$ cat src/rtl/cve2_pkg.sv
// Shared types for the two-host memory arbiter and its response pipeline.
package cve2_pkg;

    // Which host a tracked access belongs to.
    typedef enum logic {
        SrcInstr = 1'b0,
        SrcData  = 1'b1
    } mem_src_e;

    // One slot of the response-tracking pipeline.
    typedef struct packed {
        logic     valid;
        mem_src_e src;
        logic     err;
        logic     we;
    } mem_resp_t;

    localparam mem_resp_t MemRespIdle = '{valid: 1'b0, src: SrcInstr, err: 1'b0, we: 1'b0};

endpackage

$ cat src/rtl/cve2_mem_resp_pipe.sv
// Fixed-depth shift register tracking accesses until their response cycle.
module cve2_mem_resp_pipe
    import cve2_pkg::*;
#(
    parameter int unsigned Depth = 1
) (
    input  logic      clk_i,
    input  logic      rst_i,
    input  mem_resp_t resp_i,
    output mem_resp_t resp_o
);

    mem_resp_t stage_q [Depth];
    mem_resp_t stage_d [Depth];

    // Every stage shifts one slot per cycle; stage 0 takes the new entry.
    always_comb begin
        stage_d[0] = resp_i;
        for (int unsigned i = 1; i < Depth; i++) begin
            stage_d[i] = stage_q[i-1];
        end
    end

    // Pipeline registers; reset discards everything in flight.
    always_ff @(posedge clk_i or posedge rst_i) begin
        if (rst_i) begin
            for (int unsigned i = 0; i < Depth; i++) begin
                stage_q[i] <= MemRespIdle;
            end
        end else begin
            for (int unsigned i = 0; i < Depth; i++) begin
                stage_q[i] <= stage_d[i];
            end
        end
    end

    assign resp_o = stage_q[Depth-1];

endmodule

$ cat src/rtl/cve2_mem_arbiter.sv
// Round-robin arbiter serving instruction and data hosts from one SRAM.
module cve2_mem_arbiter
    import cve2_pkg::*;
#(
    parameter logic [31:0] MemBaseAddr  = 32'h0000_0000,
    parameter int unsigned MemSizeBytes = 65536,
    parameter int unsigned RamLatency   = 1,
    localparam int unsigned AW          = $clog2(MemSizeBytes / 4)
) (
    input  logic          clk_i,
    input  logic          rst_i,

    input  logic          instr_req_i,
    output logic          instr_gnt_o,
    output logic          instr_rvalid_o,
    input  logic [31:0]   instr_addr_i,
    output logic [31:0]   instr_rdata_o,
    output logic          instr_err_o,

    input  logic          data_req_i,
    output logic          data_gnt_o,
    output logic          data_rvalid_o,
    input  logic          data_we_i,
    input  logic [3:0]    data_be_i,
    input  logic [31:0]   data_addr_i,
    input  logic [31:0]   data_wdata_i,
    output logic [31:0]   data_rdata_o,
    output logic          data_err_o,

    output logic          ram_req_o,
    output logic          ram_we_o,
    output logic [3:0]    ram_be_o,
    output logic [AW-1:0] ram_addr_o,
    output logic [31:0]   ram_wdata_o,
    input  logic [31:0]   ram_rdata_i
);

    localparam logic [31:0] MemSizeW = 32'(MemSizeBytes);

    logic        prio_instr_q, prio_instr_d;
    logic        instr_win, data_win, any_gnt;
    logic [31:0] sel_addr, offset;
    logic        in_range;
    mem_resp_t   resp_in, resp_out;

    // Arbitration: a lone requester always wins; on contention the flag decides.
    always_comb begin
        instr_win    = instr_req_i & (~data_req_i | prio_instr_q);
        data_win     = data_req_i & ~instr_win;
        any_gnt      = instr_win | data_win;
        prio_instr_d = prio_instr_q;
        if (instr_win) begin
            prio_instr_d = 1'b0;
        end else if (data_win) begin
            prio_instr_d = 1'b1;
        end
    end

    // Round-robin flag; data host has priority out of reset.
    always_ff @(posedge clk_i or posedge rst_i) begin
        if (rst_i) begin
            prio_instr_q <= 1'b0;
        end else begin
            prio_instr_q <= prio_instr_d;
        end
    end

    assign instr_gnt_o = instr_win;
    assign data_gnt_o  = data_win;

    // Range decode and RAM-side drive; below-base addresses wrap and miss.
    always_comb begin
        sel_addr    = instr_win ? instr_addr_i : data_addr_i;
        offset      = sel_addr - MemBaseAddr;
        in_range    = offset < MemSizeW;
        ram_req_o   = 1'b0;
        ram_we_o    = 1'b0;
        ram_be_o    = '0;
        ram_addr_o  = '0;
        ram_wdata_o = '0;
        if (any_gnt && in_range) begin
            ram_req_o  = 1'b1;
            ram_addr_o = offset[AW+1:2];
            if (data_win) begin
                ram_we_o    = data_we_i;
                ram_be_o    = data_be_i;
                ram_wdata_o = data_wdata_i;
            end else begin
                ram_be_o    = 4'hF;
            end
        end
    end

    // Entry recorded for every grant, including out-of-range ones.
    always_comb begin
        resp_in       = MemRespIdle;
        resp_in.valid = any_gnt;
        resp_in.src   = data_win ? SrcData : SrcInstr;
        resp_in.err   = any_gnt & ~in_range;
        resp_in.we    = data_win & data_we_i;
    end

    cve2_mem_resp_pipe #(
        .Depth (RamLatency)
    ) u_resp_pipe (
        .clk_i  (clk_i),
        .rst_i  (rst_i),
        .resp_i (resp_in),
        .resp_o (resp_out)
    );

    // Response demux: only the recorded host sees rvalid, data and error.
    always_comb begin
        instr_rvalid_o = 1'b0;
        instr_err_o    = 1'b0;
        instr_rdata_o  = '0;
        data_rvalid_o  = 1'b0;
        data_err_o     = 1'b0;
        data_rdata_o   = '0;
        if (resp_out.valid) begin
            if (resp_out.src == SrcInstr) begin
                instr_rvalid_o = 1'b1;
                instr_err_o    = resp_out.err;
                instr_rdata_o  = (resp_out.err || resp_out.we) ? '0 : ram_rdata_i;
            end else begin
                data_rvalid_o  = 1'b1;
                data_err_o     = resp_out.err;
                data_rdata_o   = (resp_out.err || resp_out.we) ? '0 : ram_rdata_i;
            end
        end
    end

endmodule

$ cat config.mk
export PLATFORM = sky130hd
export DESIGN_NAME = cve2_mem_arbiter
export DESIGN_NICKNAME = d
export VERILOG_FILES = /design/src/rtl/cve2_pkg.sv /design/src/rtl/cve2_mem_resp_pipe.sv /design/src/rtl/cve2_mem_arbiter.sv
export SDC_FILE = /design/constraint.sdc
export NUM_CORES = 1
export LEC_CHECK = 0
export BUFFER_PORTS_ARGS = -buffer_cell sky130_fd_sc_hd__buf_2
export CAP_MARGIN = 5
export CORE_AREA = 4 4 97 99
export DETAILED_ROUTE_END_ITERATION = 6
export DIE_AREA = 0 0 101 103
export GPL_ROUTABILITY_DRIVEN = 0
export HOLD_SLACK_MARGIN = 0.12
export PLACE_DENSITY = 0.62
export SYNTH_ARGS = -nofsm -noshare
export SYNTH_HDL_FRONTEND = slang
export SYNTH_SLANG_ARGS = --single-unit
$ cat constraint.sdc
create_clock -name clk_i -period 3.3 [get_ports clk_i]
set_input_delay 0.825 -clock clk_i [delete_from_list [all_inputs] [get_ports clk_i]]
set_output_delay 0.825 -clock clk_i [all_outputs]
set_load 0.01 [all_outputs]
==> Word-level counts from Yosys, hierarchy flattened <==
Cells that the tools add are included.
{ "op_classes": {"mux": 25, "bitwise": 9, "reduce_logical": 3, "order_cmp": 1} }
{ "op_table": {"columns": ["operator", "n"], "rows": [
  ["2-to-1 mux 32 bit", 8],
  ["less-than comparator 32 x 17 -> 1 bit, second input constant", 1],
  ["2-to-1 mux 1 bit", 14],
  ["2-to-1 mux 14 bit", 1],
  ["2-to-1 mux 4 bit", 2],
  ["AND 1 bit", 4],
  ["NOT 1 bit", 3],
  ["OR 1 bit", 2],
  ["nonzero test 2 bit", 1],
  ["logical AND 1 bit", 1],
  ["logical OR 1 bit", 1]
]} }
{ "word_totals": {"inputBits": 137, "register_bits": 5} }

==> Depth between registers and ports, before layout <==
{ "depth": {"ltp_word": 8, "mapped_depth": 6, "ltp_nobuf": 5} }

==> Hierarchy <==
Synthesis repeated with hierarchy kept, for this count alone.
{ "unflattened": {"cells_unflattened": 170, "hier_area_um2": 1227.4} }
{ "modules_own_cells": {"columns": ["module", "area_per_inst_um2", "n_inst", "cells_per_inst"], "rows": [
  ["cve2_mem_arbiter", 1123.6, 1, 165],
  ["cve2_mem_resp_pipe", 103.8, 1, 5]
]} }

==> Worst setup path after synthesis <==
OpenSTA, ideal clock, no wires.
{ "synth_path": {"path_kind": "input to output", "startpoint": "input port data_addr_i[30]", "endpoint": "output port ram_addr_o[10]", "n_path_buf": 2, "path_stages": 6, "arrival_ps": 2413, "path_slack_ps": 62, "t_required_ps": 2475, "cell_sequence": "or4_1 a211o_1 o32a_1 buf_6 buf_6 a21oi_2"} }
{ "synth_between": {"elab_chain_cells": 4} }
{ "synth_rtl": {"columns": ["item", "line_no", "source"], "rows": [
  ["from (decl)", "cve2_mem_arbiter.sv:25", "input logic [31:0] data_addr_i,"],
  ["2-to-1 mux 32 bit", "cve2_mem_arbiter.sv:73", "sel_addr = instr_win ? instr_addr_i : data_addr_i;"],
  ["less-than comparator 32 x 17 -> 1 bit", "cve2_mem_arbiter.sv:75", "in_range = offset < MemSizeW;"],
  ["logical AND 1 bit", "cve2_mem_arbiter.sv:81", "if (any_gnt && in_range) begin"],
  ["2-to-1 mux 14 bit", "cve2_mem_arbiter.sv:81", null],
  ["to (decl)", "cve2_mem_arbiter.sv:33", "output logic [AW-1:0] ram_addr_o,"]
]} }
No other way between the ends.

==> Worst setup path in the final report <==
{ "layout_path": {"startpoint": "input port data_addr_i[22]", "endpoint": "output port ram_addr_o[7]"} }
The elaborated chain is that of the path after synthesis.

==> flow_metrics.tcl <==
set metrics [dict create \
    status "complete, but fails checks" \
    failed_checks "setup timing" \
    fin_cells 567 \
    path_cells "buf_6 -> or4_4 -> a211o_1 -> o32a_4 -> clkbuf_16 -> a21oi_2 -> buf_2" \
    htreeDepth 1 \
    cts.reportedPaths.clkPinSlew_ns 0.04 \
    grt_max_degree 33 \
    skew_ns 0.00237 \
    netlist_instances 200 \
    critPathBufInv 3 \
    multiInputGateArea_sq_um 1160 \
    final_util_pct 36.6 \
    worstMarginPinSlew_ns 0.467 \
    tritoncts "yes" \
    seqCellArea_sq_um 125 \
    power_density_nw_per_um2 120 \
    peakVddDrop_mv 0.156 \
    cts-root-buf "clkbuf_8" \
    dp.final_hpwl_mm 6.10 \
    fmax_ghz 0.296 \
    ioPinCount 259 \
    hold_viol_final 0 \
    synth.top_cell.area_share_pct 49.8 \
    grt_setup_unrepaired "true" \
    synth-main-ff-cell "dfrtp_1" \
    antenna_found_initial 0 \
    setup_viol 35 \
    final_cell_mix "buf_2 (233), and2_1 (84), nand2_1 (33)" \
    p_leak_nw 1.90 \
    ys_seq_area_share_pct 10.2 \
    grt_pass1_wl_mm 9.87 \
    fin_crit_sh_pct 102 \
    die_h_um 103 \
    insertion_delay_ns 0.22 \
    cpMaxStageDelayCell "or4_4" \
    drt_drc_violations_left 0 \
    vias_per_cell 4.04 \
    wl_mm 7.38 \
    synthToLayoutAreaGrowth_pct 154 \
    synth_area_leaders "and2_1 (50%), dfrtp_1 (10%), nand2_1 (10%)" \
    slew_viol_final 0 \
    chipWidth_um 101 \
    synthArstFlopShare_pct 100 \
    diodes 0 \
    endpoint_kind "output port" \
    dp_cells 555 \
    cp_top_family "compound AO/OA/AOI/OAI gates" \
    worstHoldPathType "input pin to async pin" \
    grt.total_usage_pct 11.9 \
    start_util_pct 14.4 \
    grt_pass1_vias 2102 \
    drt_iter0_drc 28 \
    die_area_sq_um 10400 \
    setup_ws_ns -0.0789 \
    slew_headroom_pct 68.8 \
    critPathKind "input pin to output port" \
    overflow 0 \
    syn_area_sq_um 1230 \
    synth_top_cell_by_area "and2_1" \
    drtPass1Iterations 4 \
    synth_edf_count 0 \
    yosys_warnings 0 \
    cp_max_fo 5 \
    drive_gt1_share_pct 67.5 \
    synth_nets 337 \
    max_cap_viol_count 0 \
    core_sq_um 8550 \
    postSynthAreaPerCell_sq_um 6.15 \
    numCtsBuffers 3 \
    clk_path_buf_depth 2 \
    ant_nets 0 \
    io_buffers 254 \
    cts_sinks 5 \
    vias 2289 \
    fin_setup_tns_ns -1.96 \
    cp.arrival_ns 2.55 \
    period_minus_slack_ns 3.38 \
    start_kind "input pin" \
    whs_ns 0.496 \
    yosysUniqueCellTypes 22 \
    fillers 916 \
    final_common_cell "buf_2" \
    ys_ff_latch 5 \
    rows 34 \
    cp.required_ns 2.47 \
    finalNetCount 597 \
    critPathMaxStageDelay_ns 0.51 \
    wl_per_cell_um 13.0 \
]
-- worst paths after layout --
path	endpoint	cells past startpoint	from	slack [ns]
worst min-delay path	u_resp_pipe.resp_o[0]	2	rst_i	0.50
min in group clk_i	prio_instr_q	1	prio_instr_q	0.51
max in group asynchronous	prio_instr_q	2	rst_i	2.63
worst min register to register	prio_instr_q	1	prio_instr_q	0.51
worst max register to register	u_resp_pipe.resp_o[1]	7	prio_instr_q	1.69
worst max-delay path	ram_addr_o[7]	7	data_addr_i[22]	-0.08
-- area by class of cell --
type	count	share of cell area, %
inverters	6	0.880
flip-flops and latches	5	4.00
multi-input cells	176	37.2
well taps	108	4.32
clock buffers	4	1.44
repair buffers	268	52.1
-- Yosys cell counts (2+ instances only) --
master    instances
nor3b_1           2
or4_1             2
a21oi_2           5
and2_1           98
nand2_1          33
a21oi_1           9
clkbuf_1         11
buf_6             2
dfrtp_1           5
nor2_1            7
inv_1             6
nor2_2            4
nor4_1            7
-- power by group --
group / switching, mW / leakage, nW / internal, mW / total (mW)
sequential: 0.00413 / 0.0574 / 0.0666 / 0.0707
clock: 0.0303 / 0.0228 / 0.0829 / 0.113
combinational: 0.0948 / 1.82 / 0.0981 / 0.193
-- cells by family after synthesis --
family | after synthesis | share of synthesized area (%)
AO/OA/AOI/OAI | 18 | 9.87
flip-flops | 5 | 10.2
buffers and inverters | 19 | 7.02
AND/OR/NAND/NOR | 158 | 72.9
-- worst register-to-register path, delay by kind of cell (launching register included) --
kind / cells / cell delay (ns)
AOI/OAI and AO/OA: 2 / 0.48
and+or+nand+nor: 2 / 0.25
DFF: 1 / 0.39
buffers and inverters: 3 / 0.38
-- through the flow --
stage,power (mW),worst slack (ns),cell area [sq um]
3_3_place_gp,0.253,-0.118,2650
5_1_grt,0.406,-0.171,3130
4_1_cts,0.377,-0.0721,2900
3_5_place_dp,0.258,-0.127,2650
6_report,0.377,-0.0789,3130
2_1_floorplan,0.139,0.0615,1230
-- state kept, by name, indices dropped and copies added (netlist names) --
name / count
prio_instr_q: 1
u_resp_pipe.resp_o: 4
-- metal layers --
| metal | part of all wire [%] | wire (um) | vias to the layer above | global-route usage (%) |
|---|---|---|---|---|
| li1 | - | - | 1148 | - |
| met1 | 36 | 2640 | 991 | 13.7 |
| met2 | 51 | 3790 | 146 | 22.5 |
| met3 | 12 | 879 | 4 | 2.57 |
| met4 | 0.88 | 65 | 0 | 2.76 |
| met5 | 0 | 0 | - | 0 |
-- timing repair --
item,4_1_cts,5_1_grt
cloned,3,2
pin swaps,11,6
hold buffers,0,0
endpoints found under the setup margin,51,52
hold endpoints to repair,0,0
resized for setup,24,41
buffers inserted,3,1
Note: power is estimated with default switching activity, not from simulation.
